### src/rtl/vpu_sp_line_eval.sv
// Sprite line evaluator: scans every sprite's data0 word and lists the sprites overlapping the target line.
// Latency: fixed SP_NUM+3 cycles from the accepted start edge to the done pulse.
// Backpressure: none; the parameter RAM and list RAM are single-cycle, and start is ignored while busy or done.
module vpu_sp_line_eval #(
    parameter int SP_NUM      = 128,
    parameter int SP_IDX_W    = 7,
    parameter int PARAM_SIZE  = 5,
    parameter int SP_ADDR_W   = 10,
    parameter int LIST_MAX    = 16,
    parameter int LIST_ADDR_W = 4
) (
    input  logic                   clk,
    input  logic                   rst,
    input  logic                   start,
    input  logic [7:0]             line_y,
    output logic                   param_en,
    output logic [SP_ADDR_W-1:0]   param_addr,
    input  logic [31:0]            param_dout,
    output logic                   list_we,
    output logic [LIST_ADDR_W-1:0] list_waddr,
    output logic [SP_IDX_W-1:0]    list_wdata,
    output logic                   busy,
    output logic                   done,
    output logic [LIST_ADDR_W:0]   count,
    output logic                   overflow
);

    // One extra bit so the counter can run past the last issue into the drain cycles.
    localparam int CYC_W = SP_IDX_W + 1;
    localparam logic [CYC_W-1:0]       ISSUE_END = CYC_W'(SP_NUM);
    localparam logic [CYC_W-1:0]       SCAN_LAST = CYC_W'(SP_NUM + 1);
    localparam logic [LIST_ADDR_W:0]   LIST_FULL = (LIST_ADDR_W + 1)'(LIST_MAX);
    localparam logic [SP_ADDR_W-1:0]   ENTRY_STRIDE = SP_ADDR_W'(PARAM_SIZE);

    typedef enum logic [1:0] {
        S_IDLE = 2'd0,
        S_SCAN = 2'd1,
        S_DONE = 2'd2
    } state_t;

    state_t               state_q;
    state_t               state_d;
    logic [CYC_W-1:0]     cyc;
    logic [7:0]           y_q;
    logic                 rd_vld;
    logic [SP_IDX_W-1:0]  rd_idx;
    logic                 start_acc;

    logic                 sp_en;
    logic [1:0]           sp_tsz;
    logic [7:0]           sp_y;
    logic [7:0]           sp_dy;
    logic [7:0]           sp_h;
    logic                 hit;
    logic                 unused_dout;

    // Start is only honoured from IDLE; any start during SCAN or DONE is dropped.
    assign start_acc = (state_q == S_IDLE) && start;

    // State register.
    always_ff @(posedge clk or posedge rst) begin
        if (rst) begin
            state_q <= S_IDLE;
        end else begin
            state_q <= state_d;
        end
    end

    // Next-state logic and status outputs; SCAN covers SP_NUM issue cycles plus 2 drain cycles.
    always_comb begin
        state_d = state_q;
        busy    = 1'b0;
        done    = 1'b0;
        case (state_q)
            S_IDLE: begin
                if (start) state_d = S_SCAN;
            end
            S_SCAN: begin
                busy = 1'b1;
                if (cyc == SCAN_LAST) state_d = S_DONE;
            end
            S_DONE: begin
                done    = 1'b1;
                state_d = S_IDLE;
            end
            default: state_d = S_IDLE;
        endcase
    end

    // Scan cycle counter: value k-1 during scan cycle k, doubles as the sprite index being issued.
    always_ff @(posedge clk or posedge rst) begin
        if (rst) begin
            cyc <= '0;
        end else if (start_acc) begin
            cyc <= '0;
        end else if (state_q == S_SCAN) begin
            cyc <= cyc + 1'b1;
        end
    end

    // Target line is captured once per scan so line_y may change freely afterwards.
    always_ff @(posedge clk or posedge rst) begin
        if (rst) begin
            y_q <= '0;
        end else if (start_acc) begin
            y_q <= line_y;
        end
    end

    // One data0 read per sprite; address stays 0 when idle so the RAM port is quiet.
    always_comb begin
        param_en   = (state_q == S_SCAN) && (cyc < ISSUE_END);
        param_addr = '0;
        if (param_en) param_addr = SP_ADDR_W'(cyc) * ENTRY_STRIDE;
    end

    // Track which sprite the RAM is returning this cycle.
    always_ff @(posedge clk or posedge rst) begin
        if (rst) begin
            rd_vld <= 1'b0;
            rd_idx <= '0;
        end else begin
            rd_vld <= param_en;
            rd_idx <= cyc[SP_IDX_W-1:0];
        end
    end

    // Vertical overlap test; 8-bit subtraction wraps so sprites straddling line 255/0 still hit.
    always_comb begin
        sp_en  = param_dout[31];
        sp_tsz = param_dout[25:24];
        sp_y   = param_dout[7:0];
        sp_dy  = y_q - sp_y;
        sp_h   = 8'd8 << sp_tsz;
        hit    = rd_vld && sp_en && (sp_dy < sp_h);
    end

    // Remaining data0 fields (afen and friends) do not affect line selection.
    assign unused_dout = ^{param_dout[30:26], param_dout[23:8]};

    // List writer: hits land in ascending index order; once full, further hits only flag overflow.
    always_ff @(posedge clk or posedge rst) begin
        if (rst) begin
            list_we    <= 1'b0;
            list_waddr <= '0;
            list_wdata <= '0;
            count      <= '0;
            overflow   <= 1'b0;
        end else begin
            list_we <= 1'b0;
            if (start_acc) begin
                count    <= '0;
                overflow <= 1'b0;
            end else if (hit) begin
                if (count < LIST_FULL) begin
                    list_we    <= 1'b1;
                    list_waddr <= count[LIST_ADDR_W-1:0];
                    list_wdata <= rd_idx;
                    count      <= count + 1'b1;
                end else begin
                    overflow <= 1'b1;
                end
            end
        end
    end

endmodule

### config.mk
export PLATFORM = sky130hd
export DESIGN_NAME = vpu_sp_line_eval
export DESIGN_NICKNAME = d
export VERILOG_FILES = /design/src/rtl/vpu_sp_line_eval.sv
export SDC_FILE = /design/constraint.sdc
export NUM_CORES = 1
export LEC_CHECK = 0
export CORE_MARGIN = 3
export CORE_UTILIZATION = 50
export DETAILED_ROUTE_END_ITERATION = 12
export DONT_BUFFER_PORTS = 1
export GPL_TIMING_DRIVEN = 0
export PLACE_DENSITY = 0.74
export SLEW_MARGIN = 15
export SYNTH_ARGS = -nofsm -noshare
export SYNTH_HDL_FRONTEND = slang
export SYNTH_SLANG_ARGS = --single-unit
export TNS_END_PERCENT = 1
### constraint.sdc
create_clock -name clk -period 3.8 [get_ports clk]
set_input_delay 0.76 -clock clk [delete_from_list [all_inputs] [get_ports clk]]
set_output_delay 0.76 -clock clk [all_outputs]
set_load 0.1 [all_outputs]
Word level (Yosys, flattened, before mapping)

Cells that the tools add are included.

Bits of input ports: 43
Bits in registers: 44

Equal/unequal tests: 6
Bitwise operators: 1
Order comparisons: 3
Muxes and demuxes: 17
Add/subtract/negate cells: 3
Multiply operators: 1
Shift-type cells: 1
Reduce and logical (&&, ||, !) cells: 12

Operators by type and width:

| kind                 | count |
|---|---|
| $mux 8               | 2 |
| $mux 5               | 3 |
| $mul 8x3->10 const B | 1 |
| $mux 10              | 1 |
| $add 8x1->8 const B  | 1 |
| $eq 8x8->1 const B   | 1 |
| $lt 8x8->1           | 1 |
| $lt 8x8->1 const B   | 1 |
| $mux 1               | 8 |
| $shl 4x2->8 const A  | 1 |
| $sub 8x8->8          | 1 |
| $ne 2x2->1 const B   | 3 |
| $reduce_and 2->1     | 3 |
| $reduce_bool 2->1    | 3 |
| $add 5x1->5 const B  | 1 |
| $lt 5x5->1 const B   | 1 |
| $logic_and 1x1->1    | 4 |
| $mux 2               | 2 |
| $pmux 2 s2           | 1 |
| $reduce_and 3->1     | 1 |
| $eq 2x1->1 const B   | 1 |
| $eq 2x2->1 const B   | 1 |
| $logic_not 2->1      | 1 |
| $not 1->1            | 1 |

Logic depth before layout (Yosys ltp)

Depth in word-level cells: 5
Gate-level depth with buffers: 14
Depth with buffers taken out: 13

Worst setup path before layout

Ideal clock, no wire load.

Kind: register to output
From: register cyc[3]
To: output port param_addr[5]
Arrival time: 3.506 ns
Cell stages (with the launch flop): 7
Setup slack: -0.466 ns
Buffers on the path: 0
Cells stage by stage: dfrtp_1 > ha_1 > ha_1 > inv_1 > fa_1 > nor2b_1 > nor3_1

Longest elaborated chain between the ends: 3

Ends and longest elaborated chain:

| element                                                              | line | text |
|---|---|---|
| from (decl)                                                          | 43   | `logic [CYC_W-1:0] cyc;` |
| from (signal assigned)                                               | 97   | `cyc <= cyc + 1'b1;` |
| parallel branches: the longest is 2 deep, another holds $mul 8x3->10 | n/a  |  |
| $mux 10 *                                                            | 114  | `if (param_en) param_addr = SP_ADDR_W'(cyc) * ENTRY_STRIDE;` |
| to (decl)                                                            | 17   | `output logic [SP_ADDR_W-1:0] param_addr,` |

Mark *: on every way between the ends.

Worst setup path after layout

From: register state_q[0]
To: output port param_addr[3]

Longest elaborated chain between the ends: 3

Ends and longest elaborated chain:

| element                | line | text |
|---|---|---|
| from (decl)            | 41   | `state_t state_q;` |
| from (signal assigned) | 65   | `state_q <= state_d;` |
| $eq 2x1->1             | 112  | `param_en = (state_q == S_SCAN) && (cyc < ISSUE_END);` |
| $logic_and 1x1->1      | 112  |  |
| via param_en           | 16   | `output logic param_en,` |
| $mux 10                | 114  |  |

The timed path passes the listed nets, and every way through them passes these cells.

==> results.toml <==
[run_status]
status = "completed"

[worst_setup_path]
worst_ep_arrival_time_ns = 2.88
path_class = "flip-flop to output pin"
r2r-start = "y_q[1]$_DFFE_PP0P_"
path_cells = "nand2b_1 > clkinv_4 > nand2b_1 > clkbuf_2 > clkinvlp_4 > and2_4"
crit_slowest_cell = "clkinvlp_4"
path_buf_inv = 3
slowest_delay_ns = 0.59
path_delay_family = "buffers and inverters"
critPathMostFrequentCell = "nand2b_1"
crit_required_ns = 3.04
cp-start-kind = "flip-flop"
reg2regPathDepth = 12
cp-end-kind = "output pin"
cp_max_fo = 9
r2r_end = "list_waddr[0]$_DFFE_PP0P_"
reg2reg_slack_ns = 0.30

[synth]
avgSynthCellArea_sq_um = 10.2
synth_seq_cells = 44
yosys_most_used_dff = "dfrtp_1"
async_flop_share_pct = 100
synth_area_sq_um = 2460
synth_edf_count = 0
ys_types = 40
synth_nets = 308
synthCells = 240
ys_seq_area_share_pct = 44.8
ys_warn_count = 0

[grt]
grt_pass1_wl_mm = 7.87
grt_util_all_layers_pct = 16.9
globalRouteOverflowTotal = 0
antenna_found_initial = 0
grt_max_degree = 34
grt_pass1_vias = 1653

[timing]
slew_viol_final = 0
fmax_ghz = 0.274
hold_viol = 0
setup_viol = 0
fin_crit_sh_pct = 95.9
rsz0062_at_grt = "no"
period_minus_slack_ns = 3.64
relSlewSlack_pct = 26.3
worst_clock_skew_ns = 0.00398
worst_slack_ns = 0.156
worstMarginPinSlew_ns = 1.10

[route]
ant_nets = 0
drc = 0
dr.pass1.iters = 4
vias = 1709
drt-initial-drc-count = 101
wirelength_mm = 4.68
wire_per_inst_microns = 14.9
vias_per_cell = 5.43

[die]
core_area_sq_um = 4530
die_x_microns = 76.1
row_count = 24
boundaryPins = 74
die_area_sq_um = 5790
die_h_microns = 76.1
initial_utilization_pct = 54.2

[run]
drv_cap = 0

[final_layout]
most-common-layout-cells = "dfrtp_1, nand2_1, ha_1"
final_common_cell = "dfrtp_1"
areaGrowthSynthToFinish_pct = 11.8
seq_area_sq_um = 1100
fin_nets = 317
drive_gt1_share_pct = 18.8
multi_input_area_sq_um = 1320
fin_area_sq_um = 2750
antennaDiodeCount = 0
fillers = 387

[clock_network]
cts.root.buffer_cell = "clkbuf_8"
clk-insertion-delay-late_ns = 0.30
cts-htree-levels = 2
cts_max_path_buffers = 2
cts_tree = "yes"
cts_sinks = 44
hold_buffers = 0
path_clk_slew_ns = 0.09
numCtsBuffers = 5

[placed_design]
port_buffers = 0
placed_area_sq_um = 2590
post-place-ws_ns = -0.498
hpwl_mm = 3.55
place_congestion = 0.807

[worst_hold_path]
hold_path_class = "primary input to async pin"
-- registers in the layout, indices dropped and copies added, names as in the netlist --
register,count
overflow,1
rd_idx,7
list_wdata,7
y_q,8
list_we,1
cyc,8
count,5
state_q,2
rd_vld,1
list_waddr,4
-- cells by family (layout without fill, tap and decap cells) --
group / count (synthesis) / after routing / share of synthesized area [%]
buf+inv: 23 / 33 / 3.82
mux: 11 / 11 / 6.42
flops: 44 / 44 / 44.8
xor+xnor: 8 / 8 / 2.85
compound gates: 44 / 44 / 12.5
fa+ha+maj: 25 / 25 / 13.0
simple gates: 85 / 85 / 16.5
-- per-stage QoR --
| stage | setup TNS (ns) | cells | util [%] | hold slack (ns) |
|---|---|---|---|---|
| 2_1_floorplan | -0.0771 | 240 | - | 0.433 |
| 3_3_place_gp | -2.05 | 305 | 56.1 | 0.460 |
| 3_5_place_dp | -2.72 | 306 | 57.1 | 0.463 |
| 4_1_cts | 0 | 314 | 60.3 | 0.261 |
| 5_1_grt | 0 | 315 | 60.6 | 0.265 |
| 6_report | 0 | 315 | 60.6 | 0.265 |
-- synth_stat cells (2+ instances only) --
cell type | instances | area, sq um
a21o_1 | 7 | 52.6
o31ai_1 | 3 | 22.5
nor2_1 | 13 | 48.8
ha_1 | 24 | 300
o211ai_1 | 3 | 22.5
a21oi_1 | 7 | 35.0
nand2b_1 | 6 | 37.5
clkbuf_1 | 4 | 15.0
xnor2_1 | 3 | 26.3
inv_1 | 17 | 63.8
o21ai_0 | 15 | 75.1
nand3_1 | 10 | 50.1
mux2_4 | 9 | 135
and2_1 | 4 | 25.0
nor3_1 | 2 | 10.0
nand4_1 | 2 | 12.5
and3_1 | 2 | 12.5
nand2_1 | 37 | 139
xor2_1 | 5 | 43.8
dfrtp_1 | 44 | 1100
mux2_2 | 2 | 22.5
nor2b_1 | 3 | 18.8
-- metal layers --
layer	vias up	part of all wire, %	global-route usage (%)
li1	836	-	-
met1	819	46	21.6
met2	47	47	26.9
met3	7	5.7	4.85
met4	0	1.5	7.07
met5	-	0	0
-- worst register-to-register path, cell delays in order (launching register included) --
cell and delay, ns:
dfrtp_1 0.38, ha_1 0.33, a2111oi_4 0.32, a21oi_2 0.11, a21oi_1 0.23, xnor2_1 0.15
ha_1 0.26, a2111oi_0 0.39, a21o_1 0.20, o211ai_2 0.10, or3_4 0.41, buf_6 0.18
mux2_4 0.31
-- area by class of cell --
cell class              instances  area share [%]
multi-input cells             173            47.9
flip-flops and latches         44            40.1
well taps                      65            2.96
inverters                      18            2.78
clock buffers                   5            2.51
clock inverters                 3            1.69
repair buffers                  2            1.00
plain buffers                   5            1.00
-- what timing repair did --
action / 4_1_cts / 5_1_grt
resized for setup: 13 / 2
setup buffers: 0 / 1
pin swaps: 0 / 1
cloned: 0 / 0
endpoints found under the setup margin: 7 / 2
-- worst max path at each step --
| stage | start | endpoint | depth (start not counted) |
|---|---|---|---|
| 2_1_floorplan | cyc[3]$_DFFE_PP0P_ | param_addr[9] | 10 |
| 3_3_place_gp | state_q[0]$_DFFE_PP0P_ | param_addr[3] | 6 |
| 3_5_place_dp | state_q[0]$_DFFE_PP0P_ | param_addr[2] | 6 |
| 4_1_cts | cyc[3]$_DFFE_PP0P_ | param_addr[9] | 10 |
| 5_1_grt | param_dout[1] | list_wdata[1]$_DFFE_PP0P_ | 13 |
| 6_report | state_q[0]$_DFFE_PP0P_ | param_addr[3] | 6 |
Power is not shown: default switching activity piles up to over one toggle a cycle in this logic, so the estimate is an artifact.
